File: src/rtl/mem_arbiter_pkg.sv
// cpu_pkg: shared types and requester indices for the memory arbiter.
package cpu_pkg;
    typedef enum logic [1:0] {
        IDLE  = 2'd0,
        ISSUE = 2'd1,
        DONE  = 2'd2
    } arb_state_e;

    localparam int REQ_FETCH = 0;
    localparam int REQ_DATA  = 1;
    localparam int REQ_LOAD  = 2;
    localparam int NUM_REQ   = 3;
endpackage

File: src/rtl/mem_arbiter_if.sv
// mem_arbiter_if: requester handshake plus memory macro port of the arbiter.
interface mem_arbiter_if #(
    parameter int ADDR_W = 5,
    parameter int DATA_W = 8
);
    import cpu_pkg::*;

    logic [NUM_REQ-1:0]        req;
    logic [NUM_REQ-1:0]        we;
    logic [NUM_REQ*ADDR_W-1:0] addr;
    logic [NUM_REQ*DATA_W-1:0] wdata;
    logic [NUM_REQ-1:0]        ack;
    logic [DATA_W-1:0]         rdata;
    logic                      busy;
    logic                      mem_en;
    logic                      mem_we;
    logic [ADDR_W-1:0]         mem_addr;
    logic [DATA_W-1:0]         mem_wdata;
    logic [DATA_W-1:0]         mem_rdata;

    modport slave (
        input  req, we, addr, wdata, mem_rdata,
        output ack, rdata, busy, mem_en, mem_we, mem_addr, mem_wdata
    );

    modport master (
        output req, we, addr, wdata, mem_rdata,
        input  ack, rdata, busy, mem_en, mem_we, mem_addr, mem_wdata
    );
endinterface

File: src/rtl/mem_arbiter_rr_pick.sv
// rr_pick: combinational round-robin pick, searching from last_gnt+1 mod 3.
module rr_pick
    import cpu_pkg::*;
(
    input  logic [NUM_REQ-1:0] eligible,
    input  logic [1:0]         last_gnt,
    output logic [NUM_REQ-1:0] gnt,
    output logic [1:0]         idx,
    output logic               valid
);
    logic [1:0] p0, p1, p2;

    always_comb begin
        p0 = last_gnt >= 2'd2 ? 2'd0 : last_gnt + 2'd1;
        p1 = p0 == 2'd2 ? 2'd0 : p0 + 2'd1;
        p2 = p1 == 2'd2 ? 2'd0 : p1 + 2'd1;
        valid = |eligible;
        idx = eligible[p0] ? p0 : eligible[p1] ? p1 : p2;
        gnt = valid ? 3'b001 << idx : 3'b000;
    end
endmodule

File: src/rtl/mem_arbiter.sv
// mem_arbiter: round-robin sharing of one single-port synchronous memory
// between fetch, data and loader requesters via a req/ack handshake.
module mem_arbiter
    import cpu_pkg::*;
#(
    parameter int ADDR_W = 5,
    parameter int DATA_W = 8
) (
    input logic         clk,
    input logic         rst,
    mem_arbiter_if.slave bus
);
    localparam logic [1:0] S_IDLE  = IDLE;
    localparam logic [1:0] S_ISSUE = ISSUE;
    localparam logic [1:0] S_DONE  = DONE;

    logic [1:0]         state;
    logic [1:0]         last_gnt;
    logic [1:0]         pick_idx;
    logic [NUM_REQ-1:0] gnt;
    logic [NUM_REQ-1:0] eligible;
    logic [NUM_REQ-1:0] pick_gnt;
    logic               pick_valid;
    logic               issue;
    logic               done;
    logic               h_we;
    logic [ADDR_W-1:0]  h_addr;
    logic [DATA_W-1:0]  h_wdata;

    assign issue = state == S_ISSUE;
    assign done  = state == S_DONE;
    // The requester just served is excluded so DONE can hand over directly.
    assign eligible = done ? bus.req & ~gnt : state == S_IDLE ? bus.req : '0;

    rr_pick u_pick (
        .eligible (eligible),
        .last_gnt (last_gnt),
        .gnt      (pick_gnt),
        .idx      (pick_idx),
        .valid    (pick_valid)
    );

    always_ff @(posedge clk or posedge rst) begin
        if (rst) begin
            state    <= S_IDLE;
            gnt      <= '0;
            last_gnt <= 2'd2;
            h_we     <= 1'b0;
            h_addr   <= '0;
            h_wdata  <= '0;
        end else if (issue) begin
            state <= S_DONE;
        end else if (pick_valid) begin
            state    <= S_ISSUE;
            gnt      <= pick_gnt;
            last_gnt <= pick_idx;
            h_we     <= bus.we[pick_idx];
            h_addr   <= bus.addr[int'(pick_idx)*ADDR_W +: ADDR_W];
            h_wdata  <= bus.wdata[int'(pick_idx)*DATA_W +: DATA_W];
        end else begin
            state <= S_IDLE;
            gnt   <= '0;
        end
    end

    assign bus.mem_en    = issue;
    assign bus.mem_we    = issue & h_we;
    assign bus.mem_addr  = issue ? h_addr : '0;
    assign bus.mem_wdata = issue ? h_wdata : '0;
    assign bus.ack       = done ? gnt : '0;
    assign bus.rdata     = done ? bus.mem_rdata : '0;
    assign bus.busy      = state != S_IDLE;
endmodule

File: src/flat_wrapper.sv
// flat-port wrapper written by rule: the top's interface ports become plain ports
module mem_arbiter_flat import cpu_pkg::*;
#(
    parameter int ADDR_W = 5,
    parameter int DATA_W = 8
)
  (clk, rst, bus_req, bus_we, bus_addr, bus_wdata, bus_mem_rdata, bus_ack, bus_rdata, bus_busy, bus_mem_en, bus_mem_we, bus_mem_addr, bus_mem_wdata);
  mem_arbiter_if #(.ADDR_W(ADDR_W), .DATA_W(DATA_W)) bus_i ();
  input logic clk;
  input logic rst;
  input wire logic [$bits(bus_i.req)-1:0] bus_req;
  input wire logic [$bits(bus_i.we)-1:0] bus_we;
  input wire logic [$bits(bus_i.addr)-1:0] bus_addr;
  input wire logic [$bits(bus_i.wdata)-1:0] bus_wdata;
  input wire logic [$bits(bus_i.mem_rdata)-1:0] bus_mem_rdata;
  output wire logic [$bits(bus_i.ack)-1:0] bus_ack;
  output wire logic [$bits(bus_i.rdata)-1:0] bus_rdata;
  output wire logic [$bits(bus_i.busy)-1:0] bus_busy;
  output wire logic [$bits(bus_i.mem_en)-1:0] bus_mem_en;
  output wire logic [$bits(bus_i.mem_we)-1:0] bus_mem_we;
  output wire logic [$bits(bus_i.mem_addr)-1:0] bus_mem_addr;
  output wire logic [$bits(bus_i.mem_wdata)-1:0] bus_mem_wdata;
  assign bus_i.req = bus_req;
  assign bus_i.we = bus_we;
  assign bus_i.addr = bus_addr;
  assign bus_i.wdata = bus_wdata;
  assign bus_i.mem_rdata = bus_mem_rdata;
  assign bus_ack = bus_i.ack;
  assign bus_rdata = bus_i.rdata;
  assign bus_busy = bus_i.busy;
  assign bus_mem_en = bus_i.mem_en;
  assign bus_mem_we = bus_i.mem_we;
  assign bus_mem_addr = bus_i.mem_addr;
  assign bus_mem_wdata = bus_i.mem_wdata;
  mem_arbiter #(.ADDR_W(ADDR_W), .DATA_W(DATA_W)) u_core (.clk(clk), .rst(rst), .bus(bus_i));
endmodule
File: config.mk
export PLATFORM = sky130hd
export DESIGN_NAME = mem_arbiter_flat
export DESIGN_NICKNAME = d
export VERILOG_FILES = /design/src/rtl/mem_arbiter_pkg.sv /design/src/rtl/mem_arbiter_if.sv /design/src/rtl/mem_arbiter_rr_pick.sv /design/src/rtl/mem_arbiter.sv /design/src/flat_wrapper.sv
export SDC_FILE = /design/constraint.sdc
export NUM_CORES = 1
export LEC_CHECK = 0
export BUFFER_PORTS_ARGS = -buffer_cell sky130_fd_sc_hd__buf_2
export CORE_UTILIZATION = 45
export CTS_CLUSTER_SIZE = 14
export DETAILED_ROUTE_END_ITERATION = 12
export PLACE_DENSITY = 0.82
export SYNTH_ARGS = -nofsm -noshare
export SYNTH_HDL_FRONTEND = slang
export SYNTH_HIERARCHICAL = 1
export SYNTH_SLANG_ARGS = --single-unit
export TNS_END_PERCENT = 5
File: constraint.sdc
create_clock -name clk -period 6.4 [get_ports clk]
set_input_delay 1.28 -clock clk [delete_from_list [all_inputs] [get_ports clk]]
set_output_delay 1.28 -clock clk [all_outputs]
set_load 0.02 [all_outputs]
== Word level (Yosys, flattened, before mapping) ==
Cells that the tools add are included.
Word-level totals
  memories: 0
  memory bits (writable): 0
  ROM bits: 0
  register bits: 21
  input port bits: 55
  output and inout bits: 27
  latch bits: 0
Cells by class
  bitwise operators: 4
  $lt $le $gt $ge: 4
  mux-type cells: 20
  $mul: 1
  $add $sub $neg: 3
  divide/modulo/power cells: 0
  equal/unequal tests: 4
  reductions and logical operators: 4
  shift-type cells: 3
Operators by type and width (count)
  $shiftx 15x32->5: 1
  $shiftx 24x6->8: 1
  $mux 8: 2
  $mux 2: 6
  $mux 3: 4
  $lt 2x3->1 const B: 3
  $add 2x1->2 const B: 3
  $bmux 1 s2: 3
  $eq 2x2->1 const B: 3
  $mul 2x3->5 const B: 1
  $mux 5: 1
  $mux 1: 4
  $and 3x3->3: 1
  $not 3->3: 1
  $reduce_or 3->1: 1
  $shl 1x2->3 const A: 1
  $eq 2x1->1 const B: 1
  $ge 2x2->1 const B: 1
  $logic_not 2->1: 1
  $reduce_and 2->1: 1
  $reduce_bool 2->1: 1
  $and 1x1->1: 1
  $not 1->1: 1

== Longest topological paths before layout ==
Gate-level depths: netlist (run 1).
  word-level depth: 10
  mapped depth: 10
  mapped depth without buffers: 8

== By module ==
Netlist (run 1), hierarchy kept.
By module, submodules not included
  mem_arbiter: cells an instance 143, area each 1335.0 µm², times used 1
  rr_pick: cells an instance 18, area each 98.8 µm², times used 1

== Least setup slack after synthesis (run 1) ==
No wires, ideal clock.
  path kind: input port to flip-flop
  start: input port bus_req[1]
  end: register u_core.h_wdata[3]
  data required time: 6275 ps
  arrival: 2896 ps
  setup time: 125 ps
  cell stages on the path: 10
  buffers on the path: 2
  slack: 3379 ps
  path through: inv_1 > a211oi_1 > nor2b_4 > a21oi_1 > o21ai_1 > buf_4 > buf_8 > mux2i_1 > o22ai_1 > mux2_4
Between the ends
  word-level cells in the longest chain between the ends: 7
  elaborated cells on any way between the ends: 12
  classes of those cells: 1 x shift; 8 x mux; 1 x bitwise; 2 x reduce/logical
Ends and longest elaborated chain
  start: declaration: RTL line flat_wrapper.sv:11  | input wire logic [$bits(bus_i.req)-1:0] bus_req;
  $mux 3 / $and 3x3->3 (equally long branches): RTL line mem_arbiter.sv:33  | assign eligible = done ? bus.req & ~gnt : state == S_IDLE ? bus.req : '0;
  $mux 3 (*): RTL line mem_arbiter.sv:33
  via u_core.eligible[1]: RTL line mem_arbiter.sv:21  | logic [NUM_REQ-1:0] eligible;
  $bmux 1 s2: RTL line mem_arbiter_rr_pick.sv:18  | idx = eligible[p0] ? p0 : eligible[p1] ? p1 : p2;
  $mux 1 (implied by the code): RTL line mem_arbiter_rr_pick.sv:18
  $mux 2: RTL line mem_arbiter_rr_pick.sv:18
  $mux 2 (*): RTL line mem_arbiter_rr_pick.sv:18
  via u_core.pick_idx[0]: RTL line mem_arbiter.sv:19  | logic [1:0] pick_idx;
  $shiftx 24x6->8 (*): RTL line mem_arbiter.sv:59  | h_wdata <= bus.wdata[int'(pick_idx)*DATA_W +: DATA_W];
  end signal: assignment: RTL line mem_arbiter.sv:59
  end: declaration: RTL line mem_arbiter.sv:28  | logic [DATA_W-1:0] h_wdata;
Mark *: on every way through the listed nets, which the timed path passes. The rest lies on a longest branch. The select of a mux whose other input is x is not followed.
A chain may end at the register's enable or synchronous reset.

== Final worst setup path (run 1) ==
  start: input port bus_req[1]
  end: register u_core.h_wdata[7]
Same word-level chain as after synthesis.

==> metrics.md, run 1 <==
| Metric | Value |
|---|---|
| Port-buffer cells | `81` |
| Top-area cell type share of the netlist area | `34.90%` |
| RSZ-0062 raised after global routing | `no` |
| Final #Nets | `293` |
| Flop pwr share | `28.9%` |
| Fin crit period | `3533 ps` |
| Crit path from | `bus_req[1]` |
| Net Sw Power | `396.4 uW` |
| Count of final setup violators | `0` |
| GRT overflow | `0` |
| Number of synthesized register bits | `21` |
| CP Data Required Time | `6580 ps` |
| Hold Crit Class | `reg -> reg` |
| Worst Hold Path EP | `u_core/h_wdata[3]$_DFFE_PP0P_` |
| Int Pwr | `449.7 uW` |
| Number of fill cells | `299` |
| Clock share of power | `7.6%` |
| DR WL/cell | `12.51 um` |
| Crit path largest cell delay | `830 ps` |
| Drt total wl | `3.515 mm` |
| Final Hold Fails | `0` |
| Logic pwr share | `63.4%` |
| Hold-fix buffers, CTS | `0` |
| Skew final | `1.666 ps` |
| Yosys warns | `6` |
| Die area | `3416 um^2` |
| Cts repair resizes | `0` |
| Drt pass-1 iters | `6` |
| Measured slew at the worst slew-check pin | `1071 ps` |
| Synth Flop Type | `dfrtp_1` |
| Num CTS Buffers | `3` |
| Status | `complete, no violations` |
| CP endpoint kind | `register` |
| Clock transition at path regs | `120 ps` |
| First-pass GRT wire length | `5.423 mm` |
| Hold_sp | `u_core/h_wdata[3]$_DFFE_PP0P_` |
| Vias per cell | `5.082` |
| Final period util | `55.20%` |
| Post-synth cell types | `33` |
| Via count | `1,428` |
| Most frequent cells in the layout | `buf_2, and2_1, dfrtp_1` |
| Vias in the first global route | `1,289` |
| Die width | `58.45 um` |
| Sw frac | `46.85%` |
| Peak supply drop | `0.0001919 V` |
| Routed Antenna Nets | `0` |
| Peak Freq | `0.2831 GHz` |
| Final Util | `61.36%` |
| Initial antenna violation count | `0` |
| Hold path depth | `1` |
| Post-CTS Setup Bufs | `0` |
| Final std cells w/o fill | `281` |
| LEAKAGE | `0.0009358 uW` |
| CTS tree | `yes` |
| Seq/Total Area, Yosys | `36.74%` |
| Clk buf depth | `2` |
| Delay-heaviest family, CP | `compound AO/OA/AOI/OAI gates` |
| H-tree depth | `1` |
| Worst hold slack | `534.7 ps` |
| Slew Limit Headroom | `28.62%` |
| Number of DRC markers in iteration 0 | `26` |
| Core footprint | `3028 um^2` |
| Ys async rst share | `100.0%` |
| Reg2Reg Capture Point | `u_core/h_wdata[7]$_DFFE_PP0P_` |
| Mapped Nets | `216` |
| Most common cell after layout, fill and taps aside | `buf_2` |
| Slew Viols, Final | `0` |
| R2R depth | `7` |
| # diodes | `0` |
| Area Overhead vs Synth | `29.58%` |
| Num Clock Sinks | `21` |
| Pwr/cell area | `455.4 nW/um^2` |
| Placed insts | `277` |
| CP max-delay cell | `o21ai_2` |
| TNS Setup | `0 ps` |
| Share of cells above drive strength 1 | `42.19%` |
| Crit path buf inv count | `2` |
| Max Fanout on Critical Path | `17` |
| Total GRT Usage | `21.07%` |
| DP Area | `1832 um^2` |
| Max-cap violations | `0` |
| EDFF count, synth | `0` |
| Critical Path AT | `3720 ps` |
| Largest cells by area after synthesis | `dfrtp_1, and2_1, mux2i_1` |
| I/O pin total | `82` |
| Mean Syn Cell Area | `8.906 um^2` |
| Flop2flop setup slack | `3470 ps` |
| Worst Setup Start Kind | `input pin` |
| Initial Util | `47.36%` |
| Placer congestion estimate | `0.8303` |
| Critical path, cell by cell | `buf_2, inv_1, a211oi_1, nor2b_4, a21oi_1, o21ai_2, nor2b_1, nand2_1, a31oi_1` |
| Row Count | `20` |
| Latest clock arrival within the worst-skew pair | `300 ps` |
| Synth area leader | `dfrtp_1` |
| Die height | `58.45 um` |
| CP Class | `in -> reg` |
| Mapped Area | `1434 um^2` |
| Cell at the root of the clock tree | `clkbuf_4` |
| Hpwl dp | `2.611 mm` |
| Reg-to-Reg Start | `u_core/state[1]$_DFF_PP0_` |
| Final Cell Area | `1858 um^2` |
| Post-Syn Instances | `161` |
| Largest net degree at the start of global routing | `22` |
| DRC violations left | `0` |
metrics by stage:
step	setup slack (ps)	power, uW
after global routing	2691	911.9
final	2867	846.1
after floorplan	3379	661.3
after global placement	2702	771.7
after detailed placement	2576	783.8
after CTS	2906	847.4
power groups by stage:
stage                     Combinational, uW  Clock, uW  Sequential [uW]
after floorplan                         429          0              232
after global placement                  527          0              245
after detailed placement                537          0              247
after CTS                               537       65.4              245
after global routing                    583       73.7              255
final                                   537       64.6              245
how the worst max path moves through the flow:
stage / endpoint / slack, ps / cells after the start
floorplan: u_core/h_wdata[3]$_DFFE_PP0P_ / 3380 / 10
detailed placement: u_core/h_wdata[7]$_DFFE_PP0P_ / 2580 / 9
finish: u_core/h_wdata[7]$_DFFE_PP0P_ / 2870 / 9
CTS: u_core/h_wdata[7]$_DFFE_PP0P_ / 2910 / 9
global route: u_core/h_addr[3]$_DFFE_PP0P_ / 2690 / 9
global placement: u_core/h_we$_DFFE_PP0P_ / 2700 / 9
worst register-to-register path: stages (launching register included):
cell	delay, ps
dfrtp_1	460
a211oi_1	450
nor2b_4	260
a21oi_1	70
o21ai_2	830
nor2b_1	460
nand2_1	200
a31oi_1	100
sequential cells by signal, summed over array words and instances, names as in the netlist:
register / count
u_core/gnt: 3
u_core/h_addr: 5
u_core/h_wdata: 8
u_core/h_we: 1
u_core/last_gnt: 2
u_core/state: 2
layout make-up:
class	count	area [um^2]	area share (%)
tap	44	55.05	2.963
clock buffer	4	26.28	1.414
inverter	6	22.52	1.212
multi-input combinational	124	814.5	43.84
sequential	21	526.8	28.35
timing repair buffer	82	412.9	22.22
routing by layer:
| metal | up-vias | GRT usage (%) | share of wire [%] |
|---|---|---|---|
| li1 | 702 | - | - |
| met1 | 651 | 23.66 | 39 |
| met2 | 71 | 40.39 | 53 |
| met3 | 4 | 3.077 | 6.9 |
| met4 | 0 | 7.143 | 1.2 |
| met5 | - | 0 | 0 |
synthesized netlist by cell type (all sizes together), types with 3 or more instances:
cell type	count
and2	26
dfrtp	20
a21oi	15
nand2	15
mux2i	14
or2	14
a31oi	13
buf	7
inv	6
nor2	5
a211oi	3
a22o	3
clkbuf	3
mux2	3
nor2b	3
cells by family (layout without fill, tap and decap cells):
| logic type | after synthesis | after routing | share of synthesized area, % |
|---|---|---|---|
| muxes | 17 | 17 | 12.65 |
| DFF | 21 | 21 | 36.74 |
| AOI/OAI and AO/OA | 39 | 39 | 16.49 |
| buffers and inverters | 16 | 92 | 6.718 |
| and+or+nand+nor | 68 | 68 | 27.40 |
(Power assumes the default switching activity.)
==> inputs of run 2 (changes only) <==
--- a/config.mk
+++ b/config.mk
@@ -6,10 +6,10 @@
 export NUM_CORES = 1
 export LEC_CHECK = 0
 export BUFFER_PORTS_ARGS = -buffer_cell sky130_fd_sc_hd__buf_2
-export CORE_UTILIZATION = 45
+export CORE_UTILIZATION = 40
 export CTS_CLUSTER_SIZE = 14
 export DETAILED_ROUTE_END_ITERATION = 12
-export PLACE_DENSITY = 0.82
+export PLACE_DENSITY = 0.77
 export SYNTH_ARGS = -nofsm -noshare
 export SYNTH_HDL_FRONTEND = slang
 export SYNTH_HIERARCHICAL = 1
==> constraint.sdc (replaced) <==
create_clock -name clk -period 2.9 [get_ports clk]
set_input_delay 0.58 -clock clk [delete_from_list [all_inputs] [get_ports clk]]
set_output_delay 0.58 -clock clk [all_outputs]
set_load 0.02 [all_outputs]
==> run 2 against run 1 <==
Effect of this change: via count decreased by 1.9%; sequential power increased by 120%; non-clock buffer count increased by 5; hold slack got worse by 140 ps; sequential share of layout area decreased by 0.80 points; cell count increased by 2.5%; clock skew about the same; die area increased by 12%; first-iteration DRC count increased by 38%; clock power increased by 120%; critical path depth decreased by 5; critical path type is now reg -> out; largest cell class unchanged; largest power group unchanged.
==> metrics.md, run 2 (same netlist as run 1, synthesis figures left out) <==
| Metric | Value |
|---|---|
| LEAKAGE | `0.0009680 uW` |
| Status | `complete, no violations` |
| Crit path buf inv count | `2` |
| Vias per cell | `4.865` |
| Die height | `61.87 um` |
| Post-CTS Setup Bufs | `0` |
| Count of final setup violators | `0` |
| Worst hold slack | `393.3 ps` |
| Worst Setup Start Kind | `register` |
| Largest Register | `u_core/h_wdata` |
| Vias in the first global route | `1,136` |
| Final std cells w/o fill | `288` |
| Critical Path AT | `1730 ps` |
| Final #Nets | `298` |
| Hold-fix buffers, CTS | `0` |
| Routed Antenna Nets | `0` |
| Reg2Reg Capture Point | `u_core/h_wdata[7]$_DFFE_PP0P_` |
| Initial Util | `42.30%` |
| Final Hold Fails | `0` |
| Drt total wl | `3.273 mm` |
| TNS Setup | `0 ps` |
| Placed insts | `284` |
| Max-cap violations | `0` |
| Drt pass-1 iters | `4` |
| Largest net degree at the start of global routing | `22` |
| Clk buf depth | `2` |
| Largest regs | `u_core/h_wdata (8), u_core/h_addr (5), u_core/gnt (3)` |
| Placer congestion estimate | `0.7908` |
| Hold Crit Class | `in -> async` |
| First-pass GRT wire length | `4.885 mm` |
| GRT overflow | `0` |
| Most frequent cells in the layout | `buf_2, and2_1, dfrtp_1` |
| Number of fill cells | `331` |
| R2R depth | `9` |
| Max reg flops | `8` |
| Hpwl dp | `2.489 mm` |
| Die width | `61.87 um` |
| Max Fanout on Critical Path | `19` |
| Row Count | `21` |
| Via count | `1,401` |
| Cts repair resizes | `0` |
| Crit path largest cell delay | `440 ps` |
| Skew final | `1.263 ps` |
| I/O pin total | `82` |
| Number of DRC markers in iteration 0 | `36` |
| Core footprint | `3390 um^2` |
| CP max-delay cell | `dfrtp_1` |
| Most common cell after layout, fill and taps aside | `buf_2` |
| Delay-heaviest family, CP | `buffers and inverters` |
| Reg-to-Reg Start | `u_core/state[1]$_DFF_PP0_` |
| Final Cell Area | `1912 um^2` |
| Port-buffer cells | `81` |
| Critical path, cell by cell | `nand2b_4, inv_1, and2_1, buf_2` |
| CTS tree | `yes` |
| Latest clock arrival within the worst-skew pair | `300 ps` |
| Cell at the root of the clock tree | `clkbuf_4` |
| CP Data Required Time | `2320 ps` |
| Measured slew at the worst slew-check pin | `769.2 ps` |
| DRC violations left | `0` |
| Slew Viols, Final | `0` |
| Peak Freq | `0.4331 GHz` |
| RSZ-0062 raised after global routing | `no` |
| Share of cells above drive strength 1 | `43.80%` |
| Area Overhead vs Synth | `33.33%` |
| Area of the multi-input gates | `814.5 um^2` |
| CP Class | `reg -> out` |
| Clock transition at path regs | `120 ps` |
| Reg area | `526.8 um^2` |
| Num Clock Sinks | `21` |
| Flop2flop setup slack | `750 ps` |
| DP Area | `1884 um^2` |
| Slew Limit Headroom | `48.66%` |
| DR WL/cell | `11.36 um` |
| Die area | `3828 um^2` |
| H-tree depth | `1` |
| Num CTS Buffers | `3` |
| Total GRT Usage | `17.21%` |
| CP endpoint kind | `output port` |
| Peak supply drop | `0.0003671 V` |
| Initial antenna violation count | `0` |
| # diodes | `0` |
| Final period util | `79.61%` |
| Fin crit period | `2309 ps` |
| Pwr/cell area | `1003 nW/um^2` |
-- run 2: cell count changes in the layout (fill, tap and decap cells not counted), sizes merged --
cell    previous run  this run
clkbuf             4         3
buf               82        87
clkinv             0         1
-- run 2: layout make-up --
class                   instances  area share, %
multi-input cells             124          42.60
flip-flops and latches         21          27.55
repair buffers                 87          24.21
well taps                      46          3.010
clock buffers                   3          1.178
inverters                       6          1.178
clock inverters                 1         0.2618
-- run 2: through the flow --
stage                     utilization [%]  worst slack (ps)  power (uW)
after global placement              55.59             602.6        1767
after global routing                56.40             458.2        2087
after detailed placement            55.59             555.9        1791
final                               56.40             591.2        1918
after floorplan                         -             579.0        1459
after CTS                           56.40             576.2        1931
-- run 2: how the worst max path moves through the flow --
stage	slack (ps)	end	cells after the start	startpoint
floorplan	580	u_core/h_wdata[3]$_DFFE_PP0P_	10	bus_req[1]
global placement	600	u_core/h_addr[3]$_DFFE_PP0P_	10	bus_req[2]
detailed placement	560	u_core/h_wdata[7]$_DFFE_PP0P_	10	bus_req[0]
CTS	580	bus_mem_addr[4]	4	u_core/state[1]$_DFF_PP0_
global route	460	bus_mem_wdata[5]	4	u_core/state[1]$_DFF_PP0_
finish	590	bus_mem_addr[4]	4	u_core/state[1]$_DFF_PP0_
-- run 2: report_power, final --
group / switching [uW] / total, uW / internal (uW)
clock network: 89.2 / 141 / 51.4
logic: 682 / 1240 / 559
registers: 96.6 / 536 / 439
total: 868 / 1920 / 1050
-- run 2: metal layers --
metal	part of all wire [%]	wire [um]	up-vias	GRT usage (%)
met3	5.2	170	4	1.863
met2	51	1660	59	32.87
met5	0	0	-	0
li1	-	-	712	-
met4	0.70	23	0	4.762
met1	43	1418	626	20.23
-- run 2: worst register-to-register path, delay by kind of cell, from the launching register on --
| family | cells | cell delay, ps |
|---|---|---|
| buffers and inverters | 2 | 340 |
| AND/OR/NAND/NOR | 3 | 310 |
| AO/OA/AOI/OAI | 4 | 990 |
| flip-flops | 1 | 440 |
==> inputs of run 3 (changes only) <==
--- a/config.mk
+++ b/config.mk
@@ -5,11 +5,12 @@
 export SDC_FILE = /design/constraint.sdc
 export NUM_CORES = 1
 export LEC_CHECK = 0
+export ABC_AREA = 1
 export BUFFER_PORTS_ARGS = -buffer_cell sky130_fd_sc_hd__buf_2
-export CORE_UTILIZATION = 40
+export CORE_UTILIZATION = 41
 export CTS_CLUSTER_SIZE = 14
 export DETAILED_ROUTE_END_ITERATION = 12
-export PLACE_DENSITY = 0.77
+export PLACE_DENSITY = 0.76
 export SYNTH_ARGS = -nofsm -noshare
 export SYNTH_HDL_FRONTEND = slang
 export SYNTH_HIERARCHICAL = 1
==> constraint.sdc (replaced) <==
create_clock -name clk -period 1.86 [get_ports clk]
set_input_delay 0.372 -clock clk [delete_from_list [all_inputs] [get_ports clk]]
set_output_delay 0.372 -clock clk [all_outputs]
set_load 0.02 [all_outputs]
==> run 3 against run 2 <==
Effect of this change: die area increased by 9.4%; global-route usage increased by 2.5 points; setup slack got worse by 540 ps; hold slack got worse by 250 ps; largest cell class unchanged; wire length increased by 29%.
==> metrics.md, run 3 <==
| Metric | Value |
|---|---|
| Via count | `1,874` |
| Number of synthesized register bits | `21` |
| Yosys warns | `6` |
| Hpwl dp | `3.097 mm` |
| First-pass GRT wire length | `6.513 mm` |
| Drt total wl | `4.237 mm` |
| Max Fanout on Critical Path | `7` |
| Vias per cell | `4.451` |
| Number of DRC markers in iteration 0 | `59` |
| Final period util | `97.18%` |
| Row Count | `22` |
| DR WL/cell | `10.06 um` |
| Total GRT Usage | `19.67%` |
| Die height | `64.72 um` |
| Cell at the root of the clock tree | `clkbuf_8` |
| Number of fill cells | `362` |
| Crit path from | `u_core/last_gnt[1]$_DFFE_PP1P_` |
| Most frequent cell after synthesis | `nand2_1` |
| Initial antenna violation count | `0` |
| Max reg flops | `8` |
| Slew Limit Headroom | `63.55%` |
| Hold Crit Class | `in -> async` |
| Largest Register | `u_core/h_wdata` |
| EDFF count, synth | `0` |
| Reg-to-Reg Start | `u_core/last_gnt[1]$_DFFE_PP1P_` |
| Port-buffer cells | `81` |
| Reg2Reg Capture Point | `u_core/h_wdata[4]$_DFFE_PP0P_` |
| Clk buf depth | `2` |
| Slew Viols, Final | `0` |
| Status | `complete, no violations` |
| Crit path to | `u_core/h_wdata[4]$_DFFE_PP0P_` |
| Num Clock Sinks | `21` |
| CP endpoint kind | `register` |
| CP Data Required Time | `2060 ps` |
| Share of cells above drive strength 1 | `35.92%` |
| Worst setup margin | `52.37 ps` |
| DP Area | `2131 um^2` |
| Num CTS Buffers | `3` |
| CTS tree | `yes` |
| LEAKAGE | `0.001504 uW` |
| GRT overflow | `0` |
| Peak Freq | `0.5532 GHz` |
| Die area | `4189 um^2` |
| Skew final | `7.189 ps` |
| Flop2flop setup slack | `50 ps` |
| Post-layout total power | `3849 uW` |
| H-tree depth | `1` |
| RSZ-0062 raised after global routing | `yes` |
| Hold-fix buffers, CTS | `0` |
| Most frequent cells in the layout | `nand2_1, buf_2, inv_1` |
| Placer congestion estimate | `0.8043` |
| Fin crit period | `1808 ps` |
| Largest regs | `u_core/h_wdata (8), u_core/h_addr (5), u_core/gnt (3)` |
| Peak supply drop | `0.0006891 V` |
| Critical Path AT | `2000 ps` |
| Most common cell after layout, fill and taps aside | `nand2_1` |
| Mean Syn Cell Area | `5.781 um^2` |
| Count of final setup violators | `0` |
| Setup WS pre-CTS | `39.85 ps` |
| Final Hold Fails | `0` |
| Commonest cells in the netlist | `nand2_1, inv_1, nor2_1` |
| Top-area cell type share of the netlist area | `31.03%` |
| Ys async rst share | `100.0%` |
| # diodes | `0` |
| Seq/Total Area, Yosys | `32.66%` |
| Largest cells by area after synthesis | `dfrtp_1, nand2_1, inv_1` |
| Measured slew at the worst slew-check pin | `546.1 ps` |
| Pwr/cell area | `1639 nW/um^2` |
| Largest net degree at the start of global routing | `20` |
| Die width | `64.72 um` |
| Synth area leader | `dfrtp_1` |
| Post-Syn Instances | `279` |
| Drt pass-1 iters | `4` |
| Mapped Nets | `334` |
| Mapped Area | `1613 um^2` |
| Worst Setup Start Kind | `register` |
| DRC violations left | `0` |
| Post-synth cell types | `25` |
| Synth Flop Type | `dfrtp_1` |
| I/O pin total | `82` |
| Latest clock arrival within the worst-skew pair | `250 ps` |
| R2R depth | `13` |
| Final Cell Area | `2349 um^2` |
| Core footprint | `3716 um^2` |
| Clock transition at path regs | `80 ps` |
| Initial Util | `43.40%` |
| Max-cap violations | `0` |
| Vias in the first global route | `1,582` |
| CP Class | `reg -> reg` |
| Routed Antenna Nets | `0` |
| Final #Nets | `429` |
| Area Overhead vs Synth | `45.62%` |
run 3: changes by cell type in the layout (fill, tap and decap cells not counted), moves of 14 or more:
cell     delta
nand3_1    +14
a21oi_1    -14
buf_4      +21
mux2i_1    -14
inv_1      +49
nand2_1   +104
and2_1     -25
nor2_1     +21
run 3: final cells by class:
cell class                      instances  area, um^2  share of cell area [%]
Multi-Input combinational cell        188       874.6                   37.24
Timing Repair Buffer                   99       601.8                   25.63
Sequential cell                        21       526.8                   22.43
Inverter                               61       239.0                   10.18
Tap cell                               48       60.06                   2.557
Clock buffer                            3       41.29                   1.758
Clock inverter                          1       5.005                  0.2131
run 3: what timing repair did:
item                                    4_1_cts  5_1_grt
pin swaps                                     0       10
resized for setup                             1       34
hold endpoints to repair                      0        0
cloned                                        0        1
buffers inserted                              1        4
endpoints found under the setup margin        1       28
run 3: per-stage QoR:
| step | setup TNS, ps | utilization (%) | cells | hold WS, ps |
|---|---|---|---|---|
| 6_report | 0 | 63.20 | 421 | 147.6 |
| 3_5_place_dp | 0 | 57.34 | 411 | 425.7 |
| 2_1_floorplan | 0 | - | 279 | 347.8 |
| 4_1_cts | 0 | 58.86 | 416 | 150.1 |
| 3_3_place_gp | 0 | 57.34 | 411 | 432.3 |
| 5_1_grt | -1431 | 63.20 | 421 | 182.9 |
run 3: layer usage:
layer,GRT usage (%),share of wire [%],wire (um)
met1,23.60,43,1831
met2,36.20,51,2169
met3,1.761,4.4,187
met4,6.667,1.1,48
met5,0,0,0
run 3: worst min-delay path by stage:
| stage | from | to | slack (ps) | cells after the start |
|---|---|---|---|---|
| 6_report | rst | u_core/h_wdata[4]$_DFFE_PP0P_ | 150 | 2 |
| 5_1_grt | rst | u_core/h_wdata[4]$_DFFE_PP0P_ | 180 | 2 |
| 4_1_cts | rst | u_core/h_wdata[4]$_DFFE_PP0P_ | 150 | 2 |
| 3_5_place_dp | rst | u_core/h_wdata[4]$_DFFE_PP0P_ | 430 | 2 |
| 3_3_place_gp | rst | u_core/h_wdata[4]$_DFFE_PP0P_ | 430 | 2 |
| 2_1_floorplan | rst | u_core/gnt[0]$_DFFE_PP0P_ | 350 | 1 |
run 3: logic make-up after synthesis:
kind of cell    count (synthesis)  share of synthesized area [%]
buf+inv                        70                          18.08
compound gates                  5                          1.939
flops                          21                          32.66
simple gates                  183                          47.32
run 3: report_power, final:
part | switching [uW] | internal, uW | total [uW]
Sequential | 150 | 676 | 826
Clock | 139 | 149 | 287
Combinational | 1600 | 1140 | 2730
Total | 1890 | 1960 | 3850
run 3: worst max-delay path, cell delays in order (launching register included):
cell       delay [ps]
dfstp_2           610
inv_4              80
nand3_4            70
nand2_2            70
nor2_4            120
nand3_2           100
nand2_1            90
inv_2              60
nor2_4            160
clkbuf_16         170
nand2_1            50
nand2_1            70
nand2_1            60
nand2_1            60
